$ cat src/rtl/scale_frame_writer_if.sv
// Pixel-stream, SRAM write-bus and status signals of scale_frame_writer.
// SCALE_WR_STAT_EN adds the drop_cnt/frame_cnt statistics outputs.
interface scale_frame_writer_if #(
  parameter int ADDR_W = 19
);
  logic [11:0]       t_width;
  logic [11:0]       t_height;
  logic [15:0]       pix_data;
  logic              pix_valid;
  logic              frame_flag;
  logic              sram_grant;
  logic              ovf_clr;
  logic              sram_req;
  logic [ADDR_W-1:0] sram_addr;
  logic [15:0]       sram_dq_out;
  logic              sram_dq_oe;
  logic              sram_ce_n;
  logic              sram_we_n;
  logic              frame_done;
  logic              rd_bank;
  logic              ovf_flag;
`ifdef SCALE_WR_STAT_EN
  logic [15:0]       drop_cnt;
  logic [15:0]       frame_cnt;

  modport slave (
    input  t_width, t_height, pix_data, pix_valid, frame_flag, sram_grant, ovf_clr,
    output sram_req, sram_addr, sram_dq_out, sram_dq_oe, sram_ce_n, sram_we_n,
    output frame_done, rd_bank, ovf_flag, drop_cnt, frame_cnt
  );
  modport master (
    output t_width, t_height, pix_data, pix_valid, frame_flag, sram_grant, ovf_clr,
    input  sram_req, sram_addr, sram_dq_out, sram_dq_oe, sram_ce_n, sram_we_n,
    input  frame_done, rd_bank, ovf_flag, drop_cnt, frame_cnt
  );
`else
  modport slave (
    input  t_width, t_height, pix_data, pix_valid, frame_flag, sram_grant, ovf_clr,
    output sram_req, sram_addr, sram_dq_out, sram_dq_oe, sram_ce_n, sram_we_n,
    output frame_done, rd_bank, ovf_flag
  );
  modport master (
    output t_width, t_height, pix_data, pix_valid, frame_flag, sram_grant, ovf_clr,
    input  sram_req, sram_addr, sram_dq_out, sram_dq_oe, sram_ce_n, sram_we_n,
    input  frame_done, rd_bank, ovf_flag
  );
`endif
endinterface

$ cat src/rtl/scale_frame_writer.sv
// Buffers scaled RGB565 pixels and writes whole frames into ping-pong SRAM banks.
// Define SCALE_WR_STAT_EN to add the drop_cnt/frame_cnt statistics counters.
module scale_frame_writer #(
  parameter int                ADDR_W     = 19,
  parameter int                FIFO_DEPTH = 16,
  parameter logic [ADDR_W-1:0] BANK1_BASE = 19'h40000,
  parameter int                WE_CYCLES  = 1
) (
  input  logic                 sram_clk,
  input  logic                 sys_rst,
  scale_frame_writer_if.slave  bus
);
  localparam int PTR_W = $clog2(FIFO_DEPTH);
  localparam int ENT_W = 1 + ADDR_W + 16;

  typedef enum logic [1:0] {S_IDLE, S_SETUP, S_WRITE, S_HOLD} state_t;

  logic              r_frame_flag_d;
  logic              r_wr_bank;
  logic              r_synced;
  logic [23:0]       r_pix_idx;
  logic              r_ovf_flag;
  logic [PTR_W:0]    r_wr_ptr;
  logic [PTR_W:0]    r_rd_ptr;
  logic [ENT_W-1:0]  r_mem [FIFO_DEPTH];
  state_t            r_state;
  state_t            w_state_next;
  logic [1:0]        r_we_cnt;
  logic [ADDR_W-1:0] r_sram_addr;
  logic [15:0]       r_sram_dq;
  logic              r_last;
  logic              r_ce_n;
  logic              r_we_n;
  logic              r_dq_oe;
  logic              r_frame_done;
  logic              r_rd_bank;

  logic              w_rise;
  logic [23:0]       w_frame_size;
  logic [23:0]       w_cur_idx;
  logic              w_cur_bank;
  logic              w_take;
  logic              w_in_frame;
  logic              w_push_try;
  logic              w_push;
  logic              w_pop;
  logic              w_ovf_set;
  logic              w_drop;
  logic              w_last;
  logic [ADDR_W-1:0] w_push_addr;
  logic [ENT_W-1:0]  w_push_entry;
  logic [ENT_W-1:0]  w_head;
  logic              w_empty;
  logic              w_full;
  logic              w_can_pop;
  logic              w_done_set;

  // A pixel arriving with the frame edge already belongs to the new frame.
  assign w_rise       = bus.frame_flag & ~r_frame_flag_d;
  assign w_frame_size = 24'(bus.t_width) * 24'(bus.t_height);
  assign w_cur_idx    = w_rise ? 24'd0 : r_pix_idx;
  assign w_cur_bank   = w_rise ? ~r_wr_bank : r_wr_bank;
  assign w_take       = bus.pix_valid & (w_rise | r_synced);
  assign w_in_frame   = (w_cur_idx < w_frame_size);
  assign w_push_try   = w_take & w_in_frame;
  assign w_push       = w_push_try & ~w_full;
  assign w_ovf_set    = w_push_try & w_full;
  assign w_drop       = bus.pix_valid & ~w_push;
  assign w_last       = (w_cur_idx == w_frame_size - 24'd1);
  assign w_push_addr  = (w_cur_bank ? BANK1_BASE : '0) + ADDR_W'(w_cur_idx);
  assign w_push_entry = {w_last, w_push_addr, bus.pix_data};

  always_ff @(posedge sram_clk or posedge sys_rst) begin
    if (sys_rst) begin
      r_frame_flag_d <= 1'b0;
      r_wr_bank      <= 1'b1;
      r_synced       <= 1'b0;
      r_pix_idx      <= '0;
      r_ovf_flag     <= 1'b0;
    end else begin
      r_frame_flag_d <= bus.frame_flag;
      if (w_rise) begin
        r_wr_bank <= ~r_wr_bank;
        r_synced  <= 1'b1;
      end
      // Saturating so a long run past the frame end can never wrap back in range.
      if (w_take && (w_cur_idx != 24'hFFFFFF))
        r_pix_idx <= w_cur_idx + 24'd1;
      else if (w_rise)
        r_pix_idx <= '0;
      if (w_ovf_set)
        r_ovf_flag <= 1'b1;
      else if (bus.ovf_clr)
        r_ovf_flag <= 1'b0;
    end
  end

  assign w_empty   = (r_wr_ptr == r_rd_ptr);
  assign w_full    = (r_wr_ptr[PTR_W] != r_rd_ptr[PTR_W]) &&
                     (r_wr_ptr[PTR_W-1:0] == r_rd_ptr[PTR_W-1:0]);
  assign w_head    = r_mem[r_rd_ptr[PTR_W-1:0]];
  assign w_can_pop = ~w_empty & bus.sram_grant;

  always_ff @(posedge sram_clk or posedge sys_rst) begin
    if (sys_rst) begin
      r_wr_ptr <= '0;
      r_rd_ptr <= '0;
    end else begin
      if (w_push) r_wr_ptr <= r_wr_ptr + 1'b1;
      if (w_pop)  r_rd_ptr <= r_rd_ptr + 1'b1;
    end
  end

  always_ff @(posedge sram_clk) begin
    if (w_push) r_mem[r_wr_ptr[PTR_W-1:0]] <= w_push_entry;
  end

  always_comb begin
    w_state_next = r_state;
    w_pop        = 1'b0;
    case (r_state)
      S_IDLE: begin
        if (w_can_pop) begin
          w_pop        = 1'b1;
          w_state_next = S_SETUP;
        end
      end
      S_SETUP: w_state_next = S_WRITE;
      S_WRITE: begin
        if (r_we_cnt == 2'(WE_CYCLES - 1)) w_state_next = S_HOLD;
      end
      S_HOLD: begin
        if (w_can_pop) begin
          w_pop        = 1'b1;
          w_state_next = S_SETUP;
        end else begin
          w_state_next = S_IDLE;
        end
      end
      default: w_state_next = S_IDLE;
    endcase
  end

  assign w_done_set = (r_state == S_WRITE) && (w_state_next == S_HOLD) && r_last;

  // Strobes are registered from the next state so they change cleanly with the state.
  always_ff @(posedge sram_clk or posedge sys_rst) begin
    if (sys_rst) begin
      r_state      <= S_IDLE;
      r_we_cnt     <= '0;
      r_sram_addr  <= '0;
      r_sram_dq    <= '0;
      r_last       <= 1'b0;
      r_ce_n       <= 1'b1;
      r_we_n       <= 1'b1;
      r_dq_oe      <= 1'b0;
      r_frame_done <= 1'b0;
      r_rd_bank    <= 1'b0;
    end else begin
      r_state  <= w_state_next;
      r_we_cnt <= (r_state == S_WRITE) ? r_we_cnt + 2'd1 : 2'd0;
      if (w_pop) begin
        r_sram_addr <= w_head[ADDR_W+15:16];
        r_sram_dq   <= w_head[15:0];
        r_last      <= w_head[ENT_W-1];
      end
      r_ce_n       <= (w_state_next == S_IDLE);
      r_dq_oe      <= (w_state_next != S_IDLE);
      r_we_n       <= (w_state_next != S_WRITE);
      r_frame_done <= w_done_set;
      if (w_done_set) r_rd_bank <= (r_sram_addr >= BANK1_BASE);
    end
  end

  assign bus.sram_req    = ~w_empty | (r_state != S_IDLE);
  assign bus.sram_addr   = r_sram_addr;
  assign bus.sram_dq_out = r_sram_dq;
  assign bus.sram_dq_oe  = r_dq_oe;
  assign bus.sram_ce_n   = r_ce_n;
  assign bus.sram_we_n   = r_we_n;
  assign bus.frame_done  = r_frame_done;
  assign bus.rd_bank     = r_rd_bank;
  assign bus.ovf_flag    = r_ovf_flag;

`ifdef SCALE_WR_STAT_EN
  logic [15:0] r_drop_cnt;
  logic [15:0] r_frame_cnt;

  always_ff @(posedge sram_clk or posedge sys_rst) begin
    if (sys_rst) begin
      r_drop_cnt  <= '0;
      r_frame_cnt <= '0;
    end else begin
      // A drop in the clearing cycle still counts, mirroring the flag priority.
      if (bus.ovf_clr)
        r_drop_cnt <= {15'd0, w_drop};
      else if (w_drop && (r_drop_cnt != 16'hFFFF))
        r_drop_cnt <= r_drop_cnt + 16'd1;
      if (w_done_set) r_frame_cnt <= r_frame_cnt + 16'd1;
    end
  end

  assign bus.drop_cnt  = r_drop_cnt;
  assign bus.frame_cnt = r_frame_cnt;
`else
  logic w_unused_drop;
  assign w_unused_drop = w_drop;
`endif
endmodule
$ cat src/flat_wrapper.sv
// flat-port wrapper written by rule: the top's interface ports become plain ports
module scale_frame_writer_flat 
#(
  parameter int                ADDR_W     = 19,
  parameter int                FIFO_DEPTH = 16,
  parameter logic [ADDR_W-1:0] BANK1_BASE = 19'h40000,
  parameter int                WE_CYCLES  = 1
)
  (sram_clk, sys_rst, bus_t_width, bus_t_height, bus_pix_data, bus_pix_valid, bus_frame_flag, bus_sram_grant, bus_ovf_clr, bus_sram_req, bus_sram_addr, bus_sram_dq_out, bus_sram_dq_oe, bus_sram_ce_n, bus_sram_we_n, bus_frame_done, bus_rd_bank, bus_ovf_flag);
  scale_frame_writer_if #(.ADDR_W(ADDR_W)) bus_i ();
  input  logic sram_clk;
  input  logic sys_rst;
  input wire logic [$bits(bus_i.t_width)-1:0] bus_t_width;
  input wire logic [$bits(bus_i.t_height)-1:0] bus_t_height;
  input wire logic [$bits(bus_i.pix_data)-1:0] bus_pix_data;
  input wire logic [$bits(bus_i.pix_valid)-1:0] bus_pix_valid;
  input wire logic [$bits(bus_i.frame_flag)-1:0] bus_frame_flag;
  input wire logic [$bits(bus_i.sram_grant)-1:0] bus_sram_grant;
  input wire logic [$bits(bus_i.ovf_clr)-1:0] bus_ovf_clr;
  output wire logic [$bits(bus_i.sram_req)-1:0] bus_sram_req;
  output wire logic [$bits(bus_i.sram_addr)-1:0] bus_sram_addr;
  output wire logic [$bits(bus_i.sram_dq_out)-1:0] bus_sram_dq_out;
  output wire logic [$bits(bus_i.sram_dq_oe)-1:0] bus_sram_dq_oe;
  output wire logic [$bits(bus_i.sram_ce_n)-1:0] bus_sram_ce_n;
  output wire logic [$bits(bus_i.sram_we_n)-1:0] bus_sram_we_n;
  output wire logic [$bits(bus_i.frame_done)-1:0] bus_frame_done;
  output wire logic [$bits(bus_i.rd_bank)-1:0] bus_rd_bank;
  output wire logic [$bits(bus_i.ovf_flag)-1:0] bus_ovf_flag;
  assign bus_i.t_width = bus_t_width;
  assign bus_i.t_height = bus_t_height;
  assign bus_i.pix_data = bus_pix_data;
  assign bus_i.pix_valid = bus_pix_valid;
  assign bus_i.frame_flag = bus_frame_flag;
  assign bus_i.sram_grant = bus_sram_grant;
  assign bus_i.ovf_clr = bus_ovf_clr;
  assign bus_sram_req = bus_i.sram_req;
  assign bus_sram_addr = bus_i.sram_addr;
  assign bus_sram_dq_out = bus_i.sram_dq_out;
  assign bus_sram_dq_oe = bus_i.sram_dq_oe;
  assign bus_sram_ce_n = bus_i.sram_ce_n;
  assign bus_sram_we_n = bus_i.sram_we_n;
  assign bus_frame_done = bus_i.frame_done;
  assign bus_rd_bank = bus_i.rd_bank;
  assign bus_ovf_flag = bus_i.ovf_flag;
  scale_frame_writer #(.ADDR_W(ADDR_W), .FIFO_DEPTH(FIFO_DEPTH), .BANK1_BASE(BANK1_BASE), .WE_CYCLES(WE_CYCLES)) u_core (.sram_clk(sram_clk), .sys_rst(sys_rst), .bus(bus_i));
endmodule
$ cat config.mk
export PLATFORM = sky130hd
export DESIGN_NAME = scale_frame_writer_flat
export DESIGN_NICKNAME = d
export VERILOG_FILES = /design/src/rtl/scale_frame_writer_if.sv /design/src/rtl/scale_frame_writer.sv /design/src/flat_wrapper.sv
export SDC_FILE = /design/constraint.sdc
export NUM_CORES = 1
export LEC_CHECK = 0
export ABC_AREA = 0
export BUFFER_PORTS_ARGS = -buffer_cell sky130_fd_sc_hd__buf_2
export CORE_ASPECT_RATIO = 1.4
export CORE_MARGIN = 2
export CORE_UTILIZATION = 56
export CTS_CLUSTER_DIAMETER = 100
export CTS_CLUSTER_SIZE = 25
export DETAILED_ROUTE_END_ITERATION = 16
export HOLD_SLACK_MARGIN = 0.06
export PLACE_DENSITY_LB_ADDON = 0.3
export REMOVE_ABC_BUFFERS = 1
export SLEW_MARGIN = 20
export SYNTH_ARGS = -nofsm -noshare
export SYNTH_HDL_FRONTEND = slang
export SYNTH_SLANG_ARGS = --single-unit
$ cat constraint.sdc
create_clock -name sram_clk -period 7.55 [get_ports sram_clk]
set_clock_uncertainty 0.05 [all_clocks]
set_input_delay 1.51 -clock sram_clk [delete_from_list [all_inputs] [get_ports sram_clk]]
set_output_delay 1.51 -clock sram_clk [all_outputs]
set_load 0.02 [all_outputs]
==> results of run 1 <==
[power by group]
part	internal [mW]	switching, mW
Clock	0.766	1.10
Sequential	4.49	0.302
Combinational	4.52	4.41
[through the flow]
step                total power [mW]   TNS, ns  area, um2  utilization (%)  hold slack, ns
CTS                            14.85   -190.75      36990            65.99          0.3921
detailed placement             12.46   -910.48      34650            61.80          0.3767
global route                   16.41   -376.61      37710            67.27          0.4303
floorplan                      9.674  -1439.84      31310                -          0.3524
global placement               12.25  -1007.65      34640            61.79          0.3630
finish                         15.58   -242.79      37720            67.28          0.3859
[worst max-delay path: cells and delay by family]
family          cells  cell delay, ns
fa+ha+maj           8            3.47
buf+inv             9            1.19
simple gates        5            0.45
compound gates      9            1.75
[logic make-up (layout without fill, tap and decap cells)]
| logic type | after synthesis | in the layout |
|---|---|---|
| flops | 659 | 659 |
| simple gates | 369 | 369 |
| buf+inv | 262 | 614 |
| mux | 221 | 221 |
| fa+ha+maj | 198 | 198 |
| compound gates | 124 | 124 |
| xor+xnor | 82 | 82 |
| other cells | 0 | 1 |
[worst paths after layout]
kind,start,to,slack [ns],cells after the start
max,bus_t_width[8],u_core.r_mem[2][10],-0.52,31
min reg2reg,u_core.r_we_cnt[0],u_core.r_we_cnt[0],0.39,1
max reg2reg,u_core.r_frame_flag_d,u_core.r_mem[2][10],2.29,18
min,u_core.r_we_cnt[0],u_core.r_we_cnt[0],0.39,1
min in group asynchronous,sys_rst,u_core.bus.sram_dq_out[1],0.85,2
max in group asynchronous,sys_rst,u_core.r_rd_ptr[1],5.42,3
[final cells by class]
type	count	area (um2)	share of cell area, %
inverter	180	678.2	1.798
antenna	1	2.502	0.006635
multi-input combinational	994	11860	31.45
clock buffer	53	837.1	2.219
timing repair buffer	379	3999	10.60
clock inverter	2	32.53	0.08625
sequential	659	19390	51.40
tap	735	919.6	2.438
[registers in the layout (all words and copies together), names as in the netlist, 2 cells and up]
register	flops
u_core.r_rd_ptr	5
u_core.bus.sram_dq_out	16
u_core.r_mem	576
u_core.r_wr_ptr	5
u_core.r_state	2
u_core.r_we_cnt	2
u_core.bus.sram_addr	19
u_core.r_pix_idx	24
[routing by layer]
metal / vias up / GRT usage, % / routed length (um) / part of all wire [%]
met2: 977 / 50.42 / 45220 / 55
met1: 9644 / 32.91 / 27900 / 34
met5: - / 0 / 30 / 0.037
met3: 175 / 2.674 / 4925 / 6.0
li1: 7818 / - / - / -
met4: 4 / 10.18 / 3627 / 4.4
[cells in the final DEF (no fill, tap or decap), drive strengths merged, types with 35 or more instances in the layout]
| master | Yosys | layout |
|---|---|---|
| clkbuf | 66 | 71 |
| dfrtp | 80 | 80 |
| ha | 97 | 97 |
| and2 | 72 | 72 |
| mux4 | 180 | 180 |
| buf | 16 | 361 |
| nor2 | 35 | 35 |
| fa | 100 | 100 |
| mux2 | 40 | 40 |
| nand2 | 146 | 146 |
| inv | 180 | 181 |
| edfxtp | 576 | 576 |
| xnor2 | 62 | 62 |
[repair_timing]
action	in CTS	in global routing
gates cloned	24	20
resized for setup	133	138
pin swaps	40	38
setup buffers	39	24
setup endpoints to repair	598	597
==> run metrics, run 1 <==
status finished, violations left; violated checks setup timing; Root Buffer clkbuf_16; slowest library cell on the worst path fa_1; share of cells above drive strength 1 33.00%; DRT antenna net count 0; asr flop ratio synth 12.59%; Clk Latency, worst-skew pair 0.63 ns; Mapped Area 31630 um2; multiplexer area fraction after synthesis 14.27%; maxcap violations 0; DRC 0; Crit Path Max Fanout 8; Crit Path Category input port to flop; number of nets in the layout 2487; largest net degree at the start of global routing 107; largest cells by area after synthesis edfxtp_1, mux4_2, dfrtp_1; Slew HR 31.61%; Arr. time, crit path 8.38 ns; GRT Util Overall 27.27%; Post-Synthesis Cells 1915; I/O pin count 88; post-synthesis simple-gate area fraction 5.855%; maximum VDD drop 363.6 uV; Synth warnings 0; Core ar. 56060 um2; Sink Count 659; vias in the first global route 19308; Chip Width 204.9 um; Fmax 123.8 MHz; RD Place Congestion 0.9064; Worst Hold Class flop to flop; CTS tree done; global-route wire length before repair 118000 um; worst stage delay on the critical path 0.53 ns; Compound-Gate Fraction of Synth Area 2.868%; CTS Hold Bufs 0; kind of start point of the critical path input port; most frequent CP cell fa_1; Area Growth Syn to Fin 19.25%; H-tree Lvls 1; Buffers on Ports 87; hpwl dp 47760 um; max-slew violation count 0; register area share after synthesis 61.27%; endpoints failing setup 580; initial core utilization 56.42%; Die Ht 285.2 um; crit share post-route 106.9%; Worst-Margin Slew 1.026 ns; WL final 81710 um; Synth cell types 72; Setup WS post-layout -0.5243 ns; gr ovfl total 0; Inst Count DP 2870; synth cell count leaders edfxtp_1, inv_1, mux4_2, nand2_1, fa_1; #FFs+latches synth 659; 1st-iter DRT viols 1900; Row Count 103; share of the synthesized area in the top cell type 54.69%; Setup Slack @ Placement -1.597 ns; RSZ-0062 raised after global routing yes; Num CTS Buffers 30; most common cell in the netlist edfxtp_1; total number of vias 18618; area leader, netlist edfxtp_1; adder-cell share of the synthesized area 10.20%; average size of a mapped cell 16.52 um2; initial antenna violation count 2; pwr dens 413.2 nW/um2; Clock transition at path regs 0.10 ns; Final Hold Fails 0; CTS Buffer Depth 3; die area 58420 um2; CP required 7.85 ns; Tmin final 8.074 ns; Pre-antenna DRT Iters 7; non-filler cells, final 3003; via/cell ratio 6.200; fillcell total 3606; P_leak 14.04 nW; largest family of logic cells by synthesized area multiplexers; Worst setup EP type flop; drt wl/cell 27.21 um; post-synthesis xor/xnor area fraction 2.405%; ys flop type edfxtp_1; Post-synth EDFFs 576
Power figures use the tool's default switching activity.
==> inputs of run 2 (changes only) <==
CTS_CLUSTER_SIZE = unset   (was 25)
SETUP_SLACK_MARGIN = 0.05   (was unset)
==> run metrics, run 2 (synthesized netlist as in run 1, its figures left out) <==
violated checks setup timing; Num CTS Buffers 52; maximum VDD drop 348.5 uV; drt wl/cell 27.83 um; Arr. time, crit path 8.35 ns; die area 58420 um2; I/O pin count 88; kind of start point of the critical path input port; Worst Hold Class flop to flop; initial antenna violation count 3; endpoints failing setup 597; Core ar. 56060 um2; status finished, violations left; Clk Latency, worst-skew pair 0.60 ns; Inst Count DP 2870; hpwl dp 47760 um; share of cells above drive strength 1 33.39%; Final Hold Fails 0; Pre-antenna DRT Iters 7; via/cell ratio 6.220; Chip Width 204.9 um; fillcell total 3588; Crit Path Category input port to flop; max reg flops 576; gr ovfl total 0; Crit Path Max Fanout 6; non-filler cells, final 3018; WL final 84000 um; DRC 0; Final Cell Area 37820 um2; Sw Share 36.21%; P_leak 14.15 nW; RSZ-0062 raised after global routing yes; largest net degree at the start of global routing 107; Die Ht 285.2 um; Internal Power 10.37 mW; initial core utilization 56.42%; clock group share of total power 17.2%; total number of vias 18773; Clock transition at path regs 0.07 ns; Tmin final 8.083 ns; CTS tree done; pwr dens 429.7 nW/um2; RD Place Congestion 0.9064; area of the multi-input gates 11750 um2; Sequential Power Share 29.6%; Buffers on Ports 87; maxcap violations 0; max-slew violation count 0; GRT Util Overall 27.82%; crit share post-route 107.1%; final setup TNS -266.29 ns; commonest cells after routing, fill and taps aside edfxtp_1, mux4_2, buf_4; number of nets in the layout 2482; CTS Buffer Depth 3; Sequential Area 19390 um2; Placement Cell Area 34650 um2; Logic pwr share 53.3%; Root Buffer clkbuf_16; DRT antenna net count 0; global-route wire length before repair 120300 um; worst stage delay on the critical path 0.53 ns; Area Growth Syn to Fin 19.59%; vias in the first global route 19657; Sink Count 659; 1st-iter DRT viols 2014; switching power 5.884 mW; Row Count 103; Fmax 123.7 MHz; most common cell after layout, fill and taps aside edfxtp_1; slowest library cell on the worst path fa_2; Worst setup EP type flop; CP required 7.81 ns; Setup WS post-layout -0.5328 ns; H-tree Lvls 2; Slew HR 30.26%; Worst-Margin Slew 1.046 ns
-- run 2: power by group through the flow --
stage	logic [mW]	clock network (mW)	registers [mW]
after floorplan	4.49	0	5.18
after global placement	7.45	0	4.79
after detailed placement	7.63	0	4.84
after CTS	8.22	2.77	4.78
after global routing	9.35	2.92	4.84
final	8.65	2.79	4.80
-- run 2: metal layers --
metal	share of wire (%)	vias up	GRT usage [%]
li1	-	7818	-
met3	6.7	192	3.223
met1	34	9781	32.75
met2	55	976	52.36
met5	0.054	-	0
met4	4.0	6	9.424
-- run 2: per-stage QoR --
stage,total power [mW],hold WS [ns],utilization [%],setup slack (ns)
after floorplan,9.674,0.3524,-,-3.749
after global placement,12.25,0.3630,61.79,-1.751
after detailed placement,12.46,0.3767,61.80,-1.597
after CTS,15.77,0.3871,66.51,-0.4055
after global routing,17.10,0.4251,67.46,-0.8188
final,16.25,0.3813,67.47,-0.5328
-- run 2: layout make-up --
class | count | share of cell area (%)
flip-flops and latches | 659 | 51.26
multi-input cells | 994 | 31.06
repair buffers | 352 | 8.949
clock buffers | 64 | 3.695
well taps | 735 | 2.432
inverters | 180 | 1.800
clock inverters | 33 | 0.8006
diodes | 1 | 0.006616
-- run 2: final timing paths --
kind / end / startpoint / depth (start not counted) / slack [ns]
min in group asynchronous: u_core.bus.sram_dq_out[1] / sys_rst / 2 / 0.88
max in group asynchronous: u_core.r_rd_ptr[1] / sys_rst / 3 / 5.38
min reg2reg: u_core.r_we_cnt[0] / u_core.r_we_cnt[0] / 1 / 0.38
max reg2reg: u_core.r_mem[12][30] / u_core.r_frame_flag_d / 18 / 2.30
min: u_core.r_we_cnt[0] / u_core.r_we_cnt[0] / 1 / 0.38
max: u_core.r_mem[12][30] / bus_t_width[4] / 35 / -0.53
-- run 2: timing repair --
item,CTS,global route
pin swaps,24,48
buffers inserted,22,8
endpoints found under the setup margin,598,597
gates cloned,10,14
resized for setup,108,77
hold buffers,0,0
-- run 2: critical path, delay by kind of cell --
family,cells,cell delay [ns]
fa+ha+maj,8,3.09
buf+inv,15,1.70
compound gates,6,1.17
simple gates,5,0.71
xor+xnor,1,0.15
